**config.mk**
```make
export PLATFORM = sky130hd
export DESIGN_NAME = pdp_mem_arbiter
export DESIGN_NICKNAME = d
export VERILOG_FILES = /design/src/rtl/pdp_mem_arbiter.sv
export SDC_FILE = /design/constraint.sdc
export NUM_CORES = 1
export LEC_CHECK = 0
export ABC_AREA = 1
export BUFFER_PORTS_ARGS = -buffer_cell sky130_fd_sc_hd__buf_2
export CORE_MARGIN = 10
export CORE_UTILIZATION = 45
export CTS_CLUSTER_DIAMETER = 30
export DETAILED_ROUTE_END_ITERATION = 10
export PLACE_DENSITY = 0.75
export SLEW_MARGIN = 20
export SYNTH_ARGS = -nofsm -noshare
export SYNTH_HDL_FRONTEND = slang
export SYNTH_SLANG_ARGS = --single-unit
```
**constraint.sdc**
```tcl
create_clock -name clk -period 2.45 [get_ports clk]
set_input_delay 0.3675 -clock clk [delete_from_list [all_inputs] [get_ports clk]]
set_output_delay 0.3675 -clock clk [all_outputs]
set_load 0.02 [all_outputs]
```
**src/rtl/pdp_mem_arbiter.sv**
```systemverilog
// PDP-8 main memory arbiter: IFU fetch, EXEC read and EXEC write
// share one registered-read memory port, one operation at a time.
module pdp_mem_arbiter #(
  parameter int ADDR_WIDTH   = 12,
  parameter int DATA_WIDTH   = 12,
  parameter int RD_LATENCY   = 1,
  parameter int STARVE_LIMIT = 4
) (
  input  logic                  clk,
  input  logic                  reset,
  input  logic                  ifu_rd_req,
  input  logic [ADDR_WIDTH-1:0] ifu_rd_addr,
  output logic                  ifu_rd_gnt,
  output logic                  ifu_rd_vld,
  output logic [DATA_WIDTH-1:0] ifu_rd_data,
  input  logic                  exec_rd_req,
  input  logic [ADDR_WIDTH-1:0] exec_rd_addr,
  output logic                  exec_rd_gnt,
  output logic                  exec_rd_vld,
  output logic [DATA_WIDTH-1:0] exec_rd_data,
  input  logic                  exec_wr_req,
  input  logic [ADDR_WIDTH-1:0] exec_wr_addr,
  input  logic [DATA_WIDTH-1:0] exec_wr_data,
  output logic                  exec_wr_gnt,
  output logic                  mem_req,
  output logic                  mem_we,
  output logic [ADDR_WIDTH-1:0] mem_addr,
  output logic [DATA_WIDTH-1:0] mem_wdata,
  input  logic [DATA_WIDTH-1:0] mem_rdata
);

  typedef enum logic [1:0] {IDLE, ISSUE, WAIT, RESP} state_t;
  typedef enum logic [1:0] {SRC_IFU, SRC_RD, SRC_WR} src_t;

  state_t                state;
  src_t                  src;
  src_t                  win;
  logic [3:0]            starve_cnt;
  logic [2:0]            wait_cnt;
  logic                  any_req;
  logic                  ifu_win;
  logic [ADDR_WIDTH-1:0] win_addr;

  assign any_req = ifu_rd_req | exec_rd_req | exec_wr_req;

  // A starved IFU overrides both EXEC requesters
  assign ifu_win = ifu_rd_req &
                   ((starve_cnt == 4'(STARVE_LIMIT)) |
                    ~(exec_rd_req | exec_wr_req));

  always_comb begin
    win      = SRC_IFU;
    win_addr = ifu_rd_addr;
    if (ifu_win) begin
      win      = SRC_IFU;
      win_addr = ifu_rd_addr;
    end else if (exec_wr_req) begin
      win      = SRC_WR;
      win_addr = exec_wr_addr;
    end else if (exec_rd_req) begin
      win      = SRC_RD;
      win_addr = exec_rd_addr;
    end
  end

  always_ff @(posedge clk or posedge reset) begin
    if (reset) begin
      state        <= IDLE;
      src          <= SRC_IFU;
      starve_cnt   <= '0;
      wait_cnt     <= '0;
      ifu_rd_gnt   <= 1'b0;
      exec_rd_gnt  <= 1'b0;
      exec_wr_gnt  <= 1'b0;
      ifu_rd_vld   <= 1'b0;
      exec_rd_vld  <= 1'b0;
      ifu_rd_data  <= '0;
      exec_rd_data <= '0;
      mem_req      <= 1'b0;
      mem_we       <= 1'b0;
      mem_addr     <= '0;
      mem_wdata    <= '0;
    end else begin
      ifu_rd_gnt  <= 1'b0;
      exec_rd_gnt <= 1'b0;
      exec_wr_gnt <= 1'b0;
      ifu_rd_vld  <= 1'b0;
      exec_rd_vld <= 1'b0;
      mem_req     <= 1'b0;
      mem_we      <= 1'b0;
      unique case (state)
        IDLE: begin
          if (any_req) begin
            state       <= ISSUE;
            src         <= win;
            mem_req     <= 1'b1;
            mem_we      <= (win == SRC_WR);
            mem_addr    <= win_addr;
            ifu_rd_gnt  <= (win == SRC_IFU);
            exec_rd_gnt <= (win == SRC_RD);
            exec_wr_gnt <= (win == SRC_WR);
            if (win == SRC_WR)
              mem_wdata <= exec_wr_data;
            if (ifu_rd_req) begin
              if (ifu_win)
                starve_cnt <= '0;
              else if (starve_cnt != 4'(STARVE_LIMIT))
                starve_cnt <= starve_cnt + 4'd1;
            end
          end
        end
        ISSUE: begin
          wait_cnt <= '0;
          state    <= (src == SRC_WR) ? IDLE : WAIT;
        end
        WAIT: begin
          if (wait_cnt == 3'(RD_LATENCY - 1)) begin
            state <= RESP;
            if (src == SRC_IFU) begin
              ifu_rd_data <= mem_rdata;
              ifu_rd_vld  <= 1'b1;
            end else begin
              exec_rd_data <= mem_rdata;
              exec_rd_vld  <= 1'b1;
            end
          end else begin
            wait_cnt <= wait_cnt + 3'd1;
          end
        end
        RESP: state <= IDLE;
        default: state <= IDLE;
      endcase
    end
  end

  // Requesters must hold req until their grant
  a_ifu_hold: assert property (@(posedge clk) disable iff (reset)
    ifu_rd_req && !ifu_rd_gnt |=> ifu_rd_req);
  a_rd_hold: assert property (@(posedge clk) disable iff (reset)
    exec_rd_req && !exec_rd_gnt |=> exec_rd_req);
  a_wr_hold: assert property (@(posedge clk) disable iff (reset)
    exec_wr_req && !exec_wr_gnt |=> exec_wr_req);
  a_gnt_1h: assert property (@(posedge clk) disable iff (reset)
    $onehot0({ifu_rd_gnt, exec_rd_gnt, exec_wr_gnt}));

endmodule

```
==> out/qor.yml, run 1 <==
fin_skew_ps: 13.92
synth-seq-cells: 65
via_per_inst: 4.801
timing.fmax_mhz: 569.9
ant_nets: 0
cp.required_ps: 2690
row_count: 30
clock_latency_ps: 350
route.final.wire_length_um: 8150
drtIter0Drc: 152
rrSetupSlack_ps: 700
rsz0062_at_grt: "false"
status: "finished, final reports clean"
clock-root-buffer: "clkbuf_8"
cts_buffers: 9
reg2reg_depth: 6
tightest_slew_ps: 741.4
utilization_pct: 58.16
cts.sinks: 65
cpLargestDelayFamily: "simple AND/OR/NAND/NOR gates"
yosysMostFrequentCell: "nand2_1"
cp_max_fo: 25
setup_viol: 0
slowest_stage: "nand2_1"
start_kind: "register"
fin_hold_ws_ps: 82.93
setup_tns_ps: 0
hp-class: "in -> async"
track_usage_pct: 16.28
synth.area.top_cells: "dfrtp_1, nand2_1, nand3_1, o21ai_0, inv_1"
netlist_area_mm2: 0.003069
die_h_um: 102.6
fin_crit_ps: 1755
crit_arrival_ps: 2000
reg2reg_from: "wait_cnt[0]"
postCtsHoldBufs: 0
numPortBuffers: 119
ctsResizeCount: 0
coreArea_mm2: 0.006719
die_area_mm2: 0.01052
critPathMaxStageDelay_ps: 460
ys.warnings.count: 0
fin_nets: 562
ir_worst_vdd_uv: 492.7
die_x_um: 102.6
grt_pass1_wl_um: 13590
maxSlewHeadroom_pct: 50.45
end_kind: "register"
critPathBufInv: 1
cts_setup_buffers: 0
ys.flop_type: "dfrtp_1"
maxCapViolCount: 0
initial_utilization_pct: 45.68
grt_max_degree: 40
leakagePower_nw: 2.267
cts_tree: "done"
drc: 0
overflow: 0
yosys.area.top_type_share_pct: 53.00
synth_area_leader_cell: "dfrtp_1"
clk_path_buf_depth: 2
path_clk_slew_ps: 80
vias: 2775
synth_common_cells: "nand2_1, dfrtp_1, nand3_1"
synth_edf_count: 0
grt_pass1_vias: 2858
drv_slew: 0
syn_to_final_growth_pct: 27.31
wl_per_cell_um: 14.10
period_share_pct: 71.62
drive_gt1_share_pct: 29.32
critical_path_class: "reg -> reg"
worstPathCellList: "inv_1 -> ha_1 -> nand2_1 -> nor2_1 -> nand2_1 -> o21ai_0"
ys_seq_area_share_pct: 53.00
netlist_instances: 379
antenna_found_initial: 0
async_reset_ff_share_pct: 100.0
htree_levels: 3
r2r_end: "exec_rd_data[3]"
crit_top_cell: "nand2_1"
hold_viol: 0
postSynthAreaPerCell_um2: 8.098
diodes: 0
drt_first_pass_iters: 4
powerDensity_mw_per_mm2: 1238
io_pins: 120
synth_fp_nets: 448
yosysUniqueCellTypes: 22
dpl.hpwl_um: 6265
gp_congestion: 0.8898
## state kept, by name, summed over array words and instances, names as in the netlist, 2 cells and up, named ones only
register      count
mem_wdata        12
wait_cnt          3
mem_addr         12
exec_rd_data     12
ifu_rd_data      12
starve_cnt        4
src               2
## through the flow
stage / cells / power [W] / worst slack, ps / area (um2)
after detailed placement: 562 / 0.003873 / 530.3 / 3687
after floorplan: 379 / 0.003153 / 456.0 / 3069
after CTS: 578 / 0.004896 / 670.4 / 3908
after global routing: 578 / 0.005205 / 442.4 / 3908
final: 578 / 0.004838 / 695.4 / 3908
after global placement: 562 / 0.003825 / 606.9 / 3687
## area by class of cell
class,instances,area [um2]
Clock inverter,5,78.83
Timing Repair Buffer,122,630.6
Inverter,37,138.9
Tap cell,80,100.1
Sequential cell,65,1627
Fill cell,629,2811
Multi-Input combinational cell,258,1191
Clock buffer,11,141.4
## cells by family after synthesis
family / share of synthesized area, %
AOI/OAI and AO/OA: 6.074
xor gates and xnor gates: 0.2854
adders and majority gates: 1.631
buffers and inverters: 8.194
DFF: 53.00
and+or+nand+nor: 30.82
## how the worst max path moves through the flow
stage                      startpoint               to  slack, ps  cells after the start
after floorplan                 reset        async pin        460                      1
after global routing      wait_cnt[0]  exec_rd_data[8]        440                      6
after global placement    exec_wr_req     mem_wdata[0]        610                      8
after CTS                 wait_cnt[0]  exec_rd_data[8]        670                      6
final                     wait_cnt[0]  exec_rd_data[3]        700                      6
after detailed placement  exec_wr_req    mem_wdata[10]        530                      8
## per-layer routing
metal  global-route usage [%]  share of wire, %  vias up
li1                         -                 -     1422
met1                    20.55                45     1255
met2                    24.83                45       89
met3                    6.903               8.5        9
met4                    4.772               1.2        0
met5                        0                 0        -
## cell usage in the layout, fill, tap and decap left out, drive strengths merged, types with 3 or more instances in the layout
master,n
buf,122
nand3,42
nand4,12
ha,4
inv,37
nand2,139
nor2,23
clkinv,3
o21ai,33
clkbuf,11
dfrtp,65
## power by group
part | switching, W | total, W | internal [W]
Sequential | 0.000241 | 0.00178 | 0.00154
Clock | 0.000405 | 0.00100 | 0.000599
Combinational | 0.00141 | 0.00205 | 0.000641
Total | 0.00205 | 0.00484 | 0.00278
Power figures use the tool's default switching activity.
==> run 2: changes to the inputs <==
Settings changed: CORE_UTILIZATION 45 to 44, PLACE_DENSITY 0.75 to 0.76.
Clock period 2.45 ns to 1.6 ns, I/O delays scaled along.
==> run 2 against run 1 <==
  * The run now ends with negative hold slack left
  * Clock skew is 4.3 ps lower
  * Final cell count is 4.2% higher
  * Die area is 1.8% higher
  * Utilization hardly changed
  * Sequential share of layout area is 0.49 points lower
  * Clock power is 19% higher
  * Global-route usage is 0.45 points lower
  * Sequential power is 54% higher
  * Clock-buffer cell count is 2 lower
  * Worst setup slack worse by 560 ps
==> out/qor.yml, run 2 (same netlist as run 1, synthesis figures left out) <==
io_pins: 120  # unchanged
cts.sinks: 65  # unchanged
clk_path_buf_depth: 2  # unchanged
tightest_slew_ps: 351.5  # was 741.4 ps
reg2reg_depth: 8  # was 6
startpoint: "starve_cnt[0]"  # was wait_cnt[0]
start_kind: "register"  # unchanged
grt_pass1_vias: 3063  # was 2858
status: "finished with violations"  # was finished, final reports clean
clock_latency_ps: 330  # was 350 ps
fin_skew_ps: 9.657  # was 13.92 ps
maxSlewHeadroom_pct: 76.57  # was 50.45%
grt_pass1_wl_um: 14450  # was 13590 um
postCtsHoldBufs: 0  # unchanged
rrSetupSlack_ps: 130  # was 700 ps
layout.cells.non_filler: 602  # was 578
ant_nets: 0  # unchanged
fin_ws_ps: 132.3  # was 695.4 ps
route.final.wire_length_um: 8552  # was 8150 um
track_usage_pct: 15.83  # was 16.28%
drc: 0  # unchanged
gp_congestion: 0.7995  # was 0.8898
place_ws_ps: 126.1  # was 530.3 ps
power.internal_w: 0.003959  # was 0.002783 W
reg2reg_from: "starve_cnt[0]"  # was wait_cnt[0]
critPathBufInv: 2  # was 1
cpLargestDelayFamily: "simple AND/OR/NAND/NOR gates"  # unchanged
fin_crit_ps: 1468  # was 1755 ps
cp.required_ps: 1810  # was 2690 ps
cts_buffers: 9  # unchanged
p_switching_w: 0.003202  # was 0.002055 W
wl_per_cell_um: 14.21  # was 14.10 um
setup_viol: 0  # unchanged
powerDensity_mw_per_mm2: 1811  # was 1238 mW/mm2
p_sw_share_pct: 44.71  # was 42.47%
rsz0062_at_grt: "false"  # unchanged
fin_hold_ws_ps: -12.56  # was 82.93 ps
timing.fmax_mhz: 681.4  # was 569.9 MHz
die_h_um: 103.5  # was 102.6 um
drive_gt1_share_pct: 30.63  # was 29.32%
worstPathCellList: "inv_1 -> ha_1 -> nand3_1 -> nand2_4 -> nand2_8 -> buf_4 -> nand4_1 -> nand2_1"  # was inv_1 -> ha_1 -> nand2_1 -> nor2_1 -> nand2_1 -> o21ai_0
period_share_pct: 91.73  # was 71.62%
vias: 2908  # was 2775
cts_tree: "done"  # unchanged
ir_worst_vdd_uv: 675.2  # was 492.7 uV
p_seq_share_pct: 38.2  # was 36.9%
drt_first_pass_iters: 4  # unchanged
critPathMaxStageDelay_ps: 400  # was 460 ps
clock-root-buffer: "clkbuf_8"  # unchanged
maxCapViolCount: 0  # unchanged
slowest_stage: "dfrtp_1"  # was nand2_1
r2r_end: "mem_wdata[9]"  # was exec_rd_data[3]
overflow: 0  # unchanged
comb_power_share_pct: 45.2  # was 42.4%
crit_cells: 8  # was 6
die_x_um: 103.5  # was 102.6 um
grt_max_degree: 66  # was 40
path_clk_slew_ps: 70  # was 80 ps
pwr-share-clk_pct: 16.6  # was 20.8%
dpl.hpwl_um: 6597  # was 6265 um
row_count: 30  # unchanged
syn_to_final_growth_pct: 28.82  # was 27.31%
crit_arrival_ps: 1680  # was 2000 ps
dp_cells: 585  # was 562
initial_utilization_pct: 45.17  # was 45.68%
setup_tns_ps: 0  # unchanged
die_area_mm2: 0.01072  # was 0.01052 mm2
drv_slew: 0  # unchanged
cp_max_fo: 16  # was 25
critical_path_class: "reg -> reg"  # unchanged
antenna_found_initial: 0  # unchanged
hp-class: "in -> async"  # unchanged
htree_levels: 3  # unchanged
coreArea_mm2: 0.006794  # was 0.006719 mm2
final_area_mm2: 0.003954  # was 0.003908 mm2
placed_area_mm2: 0.003764  # was 0.003687 mm2
leakagePower_nw: 2.265  # was 2.267 nW
hold_viol: 6  # was 0
fin_nets: 570  # was 562
layout_common_cells: "nand2_1, buf_2, dfrtp_1, nand3_1, inv_1"  # unchanged
drtIter0Drc: 125  # was 152
violations: "negative hold slack"
diodes: 0  # unchanged
end_kind: "register"  # unchanged
via_per_inst: 4.831  # was 4.801
final_common_cell: "nand2_1"  # unchanged
numPortBuffers: 119  # unchanged
[run 2: cell count changes in the layout (fill, tap and decap cells not counted)]
cell / change
buf_4: +7
bufinv_16: -2
clkbuf_1: -1
clkbuf_8: -1
clkinv_2: +1
clkinv_4: +1
clkinvlp_4: +3
inv_2: -1
nand2_4: -1
nand2_8: +1
nand3_2: +1
[run 2: per-stage QoR]
| stage | power [W] | utilization, % |
|---|---|---|
| floorplan | 0.004828 | - |
| global placement | 0.005904 | 55.40 |
| detailed placement | 0.006036 | 55.40 |
| CTS | 0.007240 | 57.92 |
| global route | 0.007746 | 58.20 |
| finish | 0.007161 | 58.20 |
[run 2: cell type report]
cell class	count	area (um2)
multi-input combinational	259	1210
inverter	37	142.6
tap	96	120.1
timing repair buffer	129	683.2
clock inverter	7	47.55
sequential	65	1627
fill	645	2840
clock buffer	9	123.9
[run 2: layer usage]
| metal | GRT usage [%] | wire length [um] | vias up |
|---|---|---|---|
| met5 | 0 | 0 | - |
| met4 | 4.839 | 118 | 0 |
| met3 | 5.638 | 599 | 10 |
| met2 | 27.12 | 4235 | 100 |
| met1 | 17.95 | 3598 | 1351 |
| li1 | - | - | 1447 |
[run 2: worst max-delay path by stage]
stage,to
CTS,mem_wdata[9]
detailed placement,mem_wdata[9]
global placement,mem_wdata[11]
global route,ifu_rd_data[3]
finish,mem_wdata[9]
floorplan,mem_wdata[1]
[run 2: tightest hold or removal path: cells and delay by family]
kind                   cells  cell delay (ps)
buffers and inverters      3              470
[run 2: power by group through the flow]
stage | clock (W) | sequential (W) | combinational, W
2_1_floorplan | 0 | 0.00351 | 0.00132
3_3_place_gp | 0 | 0.00273 | 0.00318
3_5_place_dp | 0 | 0.00276 | 0.00328
4_1_cts | 0.00122 | 0.00274 | 0.00328
5_1_grt | 0.00131 | 0.00282 | 0.00361
6_report | 0.00119 | 0.00274 | 0.00324
[run 2: what timing repair did]
item / 4_1_cts / 5_1_grt
setup endpoints to repair: 0 / 2
setup buffers: 0 / 0
gates resized for setup: 0 / 1
